$ cat config.mk
export PLATFORM = sky130hd
export DESIGN_NAME = mc_control_unit
export DESIGN_NICKNAME = d
export VERILOG_FILES = /design/src/rtl/mc_pkg.sv /design/src/rtl/alu_decoder.sv /design/src/rtl/mc_control_unit.sv
export SDC_FILE = /design/constraint.sdc
export NUM_CORES = 1
export LEC_CHECK = 0
export BUFFER_PORTS_ARGS = -buffer_cell sky130_fd_sc_hd__buf_2
export CAP_MARGIN = 0
export CORE_ASPECT_RATIO = 1.1
export CORE_MARGIN = 1.5
export CORE_UTILIZATION = 35
export CTS_BUF_LIST = sky130_fd_sc_hd__clkbuf_4 sky130_fd_sc_hd__clkbuf_8
export DETAILED_ROUTE_END_ITERATION = 16
export PLACE_DENSITY = 0.7
export SYNTH_ARGS = -nofsm -noshare
export SYNTH_HDL_FRONTEND = slang
export SYNTH_SLANG_ARGS = --single-unit
$ cat constraint.sdc
create_clock -name clk -period 4.5 [get_ports clk]
set_clock_uncertainty 0.2 [all_clocks]
set_input_delay 0.45 -clock clk [delete_from_list [all_inputs] [get_ports clk]]
set_output_delay 0.45 -clock clk [all_outputs]
set_load 0.005 [all_outputs]
$ cat src/rtl/mc_pkg.sv
// Shared definitions for the multi-cycle RV32I control unit: FSM states,
// opcodes and the ALUControl codes that the ALU also decodes.
package mc_pkg;

   localparam int STATE_WIDTH = 4;

   typedef enum logic [STATE_WIDTH-1:0] {
      S_FETCH    = 4'd0,
      S_DECODE   = 4'd1,
      S_MEMADR   = 4'd2,
      S_MEMREAD  = 4'd3,
      S_MEMWB    = 4'd4,
      S_MEMWRITE = 4'd5,
      S_EXECR    = 4'd6,
      S_EXECI    = 4'd7,
      S_ALUWB    = 4'd8,
      S_BRANCH   = 4'd9,
      S_JAL      = 4'd10
   } state_t;

   typedef enum logic [1:0] {
      ALUOP_ADD  = 2'b00,
      ALUOP_SUB  = 2'b01,
      ALUOP_FUNC = 2'b10
   } aluop_t;

   localparam logic [6:0] OP_LOAD   = 7'b0000011;
   localparam logic [6:0] OP_STORE  = 7'b0100011;
   localparam logic [6:0] OP_RTYPE  = 7'b0110011;
   localparam logic [6:0] OP_ITYPE  = 7'b0010011;
   localparam logic [6:0] OP_BRANCH = 7'b1100011;
   localparam logic [6:0] OP_JAL    = 7'b1101111;

   localparam logic [2:0] ALU_ADD = 3'b000;
   localparam logic [2:0] ALU_SUB = 3'b001;
   localparam logic [2:0] ALU_AND = 3'b010;
   localparam logic [2:0] ALU_OR  = 3'b011;
   localparam logic [2:0] ALU_SLT = 3'b101;

   localparam logic [2:0] F3_BEQ = 3'b000;
   localparam logic [2:0] F3_BNE = 3'b001;

   localparam logic [1:0] IMM_I = 2'b00;
   localparam logic [1:0] IMM_S = 2'b01;
   localparam logic [1:0] IMM_B = 2'b10;
   localparam logic [1:0] IMM_J = 2'b11;

endpackage

$ cat src/rtl/alu_decoder.sv
// Maps ALUOp plus the instruction's funct fields onto an ALUControl code and
// flags funct3 values the ALU does not implement.
module alu_decoder
   import mc_pkg::*;
(
   input  aluop_t     aluop,
   input  logic [2:0] funct3,
   input  logic       funct7b5,
   input  logic       op5,
   output logic [2:0] alucontrol,
   output logic       illegal_f3
);

   always_comb begin
      alucontrol = ALU_ADD;
      illegal_f3 = 1'b0;
      case (aluop)
         ALUOP_SUB: alucontrol = ALU_SUB;
         ALUOP_FUNC: begin
            case (funct3)
               // only R-type (op[5]=1) can encode sub; addi with imm[10]=1 stays add
               3'b000:  alucontrol = (op5 & funct7b5) ? ALU_SUB : ALU_ADD;
               3'b010:  alucontrol = ALU_SLT;
               3'b110:  alucontrol = ALU_OR;
               3'b111:  alucontrol = ALU_AND;
               default: illegal_f3 = 1'b1;
            endcase
         end
         default: alucontrol = ALU_ADD;
      endcase
   end

endmodule

$ cat src/rtl/mc_control_unit.sv
// Multi-cycle RV32I control FSM: sequences each instruction through its
// states and drives datapath selects, write enables and ALUControl.
module mc_control_unit
   import mc_pkg::*;
#(
   parameter int STATE_W = STATE_WIDTH
)
(
   input  logic       clk,
   input  logic       reset,
   input  logic [6:0] op,
   input  logic [2:0] funct3,
   input  logic       funct7b5,
   input  logic       zero,
   output logic       PCWrite,
   output logic       AdrSrc,
   output logic       MemWrite,
   output logic       IRWrite,
   output logic       RegWrite,
   output logic [1:0] ResultSrc,
   output logic [1:0] ALUSrcA,
   output logic [1:0] ALUSrcB,
   output logic [1:0] ImmSrc,
   output logic [2:0] ALUControl,
   output logic       illegal
);

   logic [STATE_W-1:0] state_reg;
   state_t             state;
   state_t             state_next;

   aluop_t aluop;
   logic   pcupdate, branch, taken;
   logic   irwrite_s, regwrite_s, memwrite_s, illegal_s;
   logic   illegal_f3;

   assign state = state_t'(state_reg);

   always_ff @(posedge clk or posedge reset) begin
      if (reset) state_reg <= STATE_W'(S_FETCH);
      else       state_reg <= STATE_W'(state_next);
   end

   always_comb begin
      state_next = S_FETCH;
      aluop      = ALUOP_ADD;
      AdrSrc     = 1'b0;
      ResultSrc  = 2'b00;
      ALUSrcA    = 2'b00;
      ALUSrcB    = 2'b00;
      pcupdate   = 1'b0;
      branch     = 1'b0;
      irwrite_s  = 1'b0;
      regwrite_s = 1'b0;
      memwrite_s = 1'b0;
      illegal_s  = 1'b0;
      case (state)
         S_FETCH: begin
            state_next = S_DECODE;
            irwrite_s  = 1'b1;
            ALUSrcB    = 2'b10;
            ResultSrc  = 2'b10;
            pcupdate   = 1'b1;
         end
         S_DECODE: begin
            ALUSrcA = 2'b01;
            ALUSrcB = 2'b01;
            case (op)
               OP_LOAD, OP_STORE: state_next = S_MEMADR;
               OP_RTYPE:          state_next = S_EXECR;
               OP_ITYPE:          state_next = S_EXECI;
               OP_BRANCH:         state_next = S_BRANCH;
               OP_JAL:            state_next = S_JAL;
               default: begin
                  state_next = S_FETCH;
                  illegal_s  = 1'b1;
               end
            endcase
         end
         S_MEMADR: begin
            state_next = op[5] ? S_MEMWRITE : S_MEMREAD;
            ALUSrcA    = 2'b10;
            ALUSrcB    = 2'b01;
         end
         S_MEMREAD: begin
            state_next = S_MEMWB;
            AdrSrc     = 1'b1;
         end
         S_MEMWB: begin
            ResultSrc  = 2'b01;
            regwrite_s = 1'b1;
         end
         S_MEMWRITE: begin
            AdrSrc     = 1'b1;
            memwrite_s = 1'b1;
         end
         S_EXECR, S_EXECI: begin
            state_next = S_ALUWB;
            ALUSrcA    = 2'b10;
            ALUSrcB    = (state == S_EXECI) ? 2'b01 : 2'b00;
            aluop      = ALUOP_FUNC;
            illegal_s  = illegal_f3;
         end
         S_ALUWB: begin
            regwrite_s = 1'b1;
         end
         S_BRANCH: begin
            ALUSrcA   = 2'b10;
            aluop     = ALUOP_SUB;
            branch    = 1'b1;
            illegal_s = (funct3 != F3_BEQ) && (funct3 != F3_BNE);
         end
         S_JAL: begin
            state_next = S_ALUWB;
            ALUSrcA    = 2'b01;
            ALUSrcB    = 2'b10;
            pcupdate   = 1'b1;
         end
         default: state_next = S_FETCH;
      endcase
   end

   always_comb begin
      case (funct3)
         F3_BEQ:  taken = zero;
         F3_BNE:  taken = ~zero;
         default: taken = 1'b0;
      endcase
   end

   always_comb begin
      case (op)
         OP_STORE:  ImmSrc = IMM_S;
         OP_BRANCH: ImmSrc = IMM_B;
         OP_JAL:    ImmSrc = IMM_J;
         default:   ImmSrc = IMM_I;
      endcase
   end

   alu_decoder u_alu_decoder (
      .aluop      (aluop),
      .funct3     (funct3),
      .funct7b5   (funct7b5),
      .op5        (op[5]),
      .alucontrol (ALUControl),
      .illegal_f3 (illegal_f3)
   );

   // reset gates the enables combinationally so they drop in the cycle reset rises
   assign PCWrite  = ~reset & (pcupdate | (branch & taken));
   assign IRWrite  = ~reset & irwrite_s;
   assign RegWrite = ~reset & regwrite_s;
   assign MemWrite = ~reset & memwrite_s;
   assign illegal  = ~reset & illegal_s;

endmodule

==> key figures <==
Power
  • Clk pwr share: 19.8%
  • P_int: roughly 130 uW
  • Power per cell area: 289 nW/um^2
  • Switching portion of total power: between 30% and 40%
  • Comb pwr share: roughly half
  • Leak: around 0.00038 uW
  • Sequential group share of total power: 28.7%
  • Worst IR Drop VDD: between 200 and 300 uV
  • Net switching power: around 85 uW

Drt
  • DRT iter0 DRCs: 15
  • Via count: 646
  • Routed Antenna Nets: 0
  • Avg WL per Cell: ~11 um
  • Total Wirelength: between 1000 and 1500 um
  • First-pass DRT Iterations: 4
  • DRC viols: 0
  • DR vias/cell: between 5 and 6

Global route
  • Global-route wire length before repair: ~2200 um
  • Initial antenna violation count: 0
  • GRT Util Overall: about 15%
  • Largest net degree at the start of global routing: 16
  • Vias in the first global route: 535
  • Gr ovfl total: 0

Run
  • Total of max-cap violations: 0

Logic synthesis
  • #FFs+latches synth: 4
  • Post-synthesis cell type count: 34
  • Xor and xnor area share after synthesis: about 4.5%
  • Top post-synthesis cells by count: nand2_1, nor2_1, nor3_1, inv_1, nor3b_1
  • Post-synth top area share: 17.2%
  • Combinational family with the most area after synthesis: simple AND/OR/NAND/NOR gates
  • Syn_area_per_cell: approximately 7.3 um^2
  • Post-synthesis mux area share: approximately 1.9%
  • Mapped Area: 581 um^2
  • Post-synthesis compound-gate area fraction: roughly a fifth
  • Post-Synth Simple-Gate Area: around 40%
  • Ys async rst share: 100%
  • Post-synthesis adder-cell area fraction: around 6.5%
  • Register area share after synthesis: ~17%
  • Net Count, Synth: a little under 100
  • Synth area leaders: dfrtp_1, ha_1, nor3b_1
  • Synth Flop Type: dfrtp_1
  • Post-synth EDFFs: 0
  • Mapped Cells: 80
  • Most area-hungry cell type in the Yosys netlist: dfrtp_1
  • Ys Warns: 0

Clock tree
  • Latest clock arrival within the worst-skew pair: 230 ps
  • CTS sink count: 4
  • Clock-pin slew on the worst setup and hold paths: ~30 ps
  • Hold buffers post-CTS: 1
  • CTS Buf Count: 3
  • Clock root buffer master: clkbuf_4
  • Postcts setup bufs: 0
  • Clk buf depth: 2
  • Post_cts resized: 0
  • CTS tree: done
  • Number of H-tree levels: 1

Floorplan
  • Initial Utilization: between 30% and 40%
  • Core footprint: roughly 1600 um^2
  • Row cnt: 15
  • Chip width: ~42 um
  • Die area: between 1500 and 2000 um^2
  • Io pins: 31
  • Die Y: between 40 and 50 um

Placed design
  • Global placement routability congestion: about 0.75
  • # port buffers: 30
  • HPWL after DPL: approximately 1000 um
  • Cells after DPL: roughly 120

Worst setup path
  • Crit path DAT: roughly 2100 ps
  • CP peak stage delay: 520 ps
  • Worst Path Buf+Inv: 1
  • Critical path class: register to output port
  • Crit-path slowest cell: dfrtp_1
  • CP top delay family: simple AND/OR/NAND/NOR gates
  • Critical path launch point type: register
  • Worst-path fanout max: 14
  • Crit-path cells: nand2b_1 -> or2_1 -> ha_1 -> o211ai_1 -> o22ai_1 -> a22o_1 -> buf_2
  • Crit end category: output port
  • WP data required: between 3000 and 4000 ps
  • R2r setup slk: between 2000 and 3000 ps

Finish
  • Fin nets: approximately 130
  • Max reg flops: 4
  • Fraction of layout cells with a size suffix above 1: 33.9%
  • Final cell count without fillers: roughly 130
  • P&R area growth vs syn: 28.4%
  • Diodes inserted: 0

Run status
  • Outcome: finished, final reports clean

Timing
  • Tmin final: between 2000 and 3000 ps
  • Tcrit/Tclk final: 61.1%
  • Final Setup Violations: 0
  • Setup TNS: 0 ps
  • Final slew viol count: 0
  • RSZ-0062 raised after global routing: no
  • Worst hold slack: around 300 ps
  • Slew @ Worst Pin: between 400 and 500 ps
  • Final Hold Vio Count: 0
  • Max Fclk: approximately 0.36 GHz
  • Slew headroom: about 70%

Min path
  • Hold Crit Class: input pin to register
cell families (layout without fill, tap and decap cells):
family          Yosys count  count (layout)
simple gates             42              42
xor+xnor                  3               3
fa+ha+maj                 3               3
mux                       1               1
buf+inv                  10              39
flops                     4               4
compound gates           17              17
placed cells by master, fill, tap and decap left out, drive strengths merged:
cell type / netlist / layout
a31oi: 3 / 3
a2111o: 1 / 1
buf: 4 / 30
nand2b: 4 / 4
nand3b: 2 / 2
ha: 3 / 3
nor4: 1 / 1
o22ai: 1 / 1
or2: 4 / 4
nor2: 8 / 8
inv: 5 / 5
nand2: 8 / 8
a21oi: 3 / 3
dlygate4sd3: 0 / 1
o21ai: 2 / 2
or2b: 1 / 1
o21a: 2 / 2
nor3: 8 / 8
clkbuf: 1 / 3
nor2b: 1 / 1
o32ai: 1 / 1
o211ai: 1 / 1
xnor2: 1 / 1
a211oi: 1 / 1
xor2: 2 / 2
a22o: 1 / 1
dfrtp: 4 / 4
mux2: 1 / 1
nor3b: 5 / 5
a2111oi: 1 / 1
power by group through the flow:
| stage | logic, uW | registers (uW) | clock network, uW |
|---|---|---|---|
| after global routing | 124 | 65.2 | 50.2 |
| after detailed placement | 112 | 61.4 | 0 |
| after CTS | 113 | 61.0 | 44.1 |
| final | 111 | 61.9 | 42.7 |
| after floorplan | 82.3 | 47.9 | 0 |
| after global placement | 111 | 60.8 | 0 |
path summary, 6_finish.rpt:
kind	from	to	depth (start not counted)
min in group asynchronous	reset	state[2]	3
worst max register to register	state[1]	state[3]	3
worst max-delay path	state[1]	illegal	7
worst min-delay path	op[5]	state[1]	2
max in group asynchronous	reset	state[0]	3
worst min register to register	state[0]	state[0]	1
metal layers:
metal	routed length [um]	track usage [%]
met2	566	23.1
met4	0	1.94
met3	101	4.76
met1	662	21.1
met5	0	0
through the flow:
step	power (uW)	worst slack [ps]	cell area (um^2)	utilization, %
2_1_floorplan	130	2390	581	-
3_3_place_gp	172	2080	713	45.8
3_5_place_dp	173	2040	713	45.8
4_1_cts	218	1790	746	47.9
5_1_grt	239	1560	746	47.9
6_report	216	1750	746	47.9
cell type report:
| cell class | count | area [um^2] |
|---|---|---|
| Inverter | 5 | 18.8 |
| Fill cell | 170 | 812 |
| Sequential cell | 4 | 100 |
| Multi-Input combinational cell | 66 | 423 |
| Clock buffer | 3 | 22.5 |
| Tap cell | 17 | 21.3 |
| Timing Repair Buffer | 31 | 160 |
(Power assumes the default switching activity.)
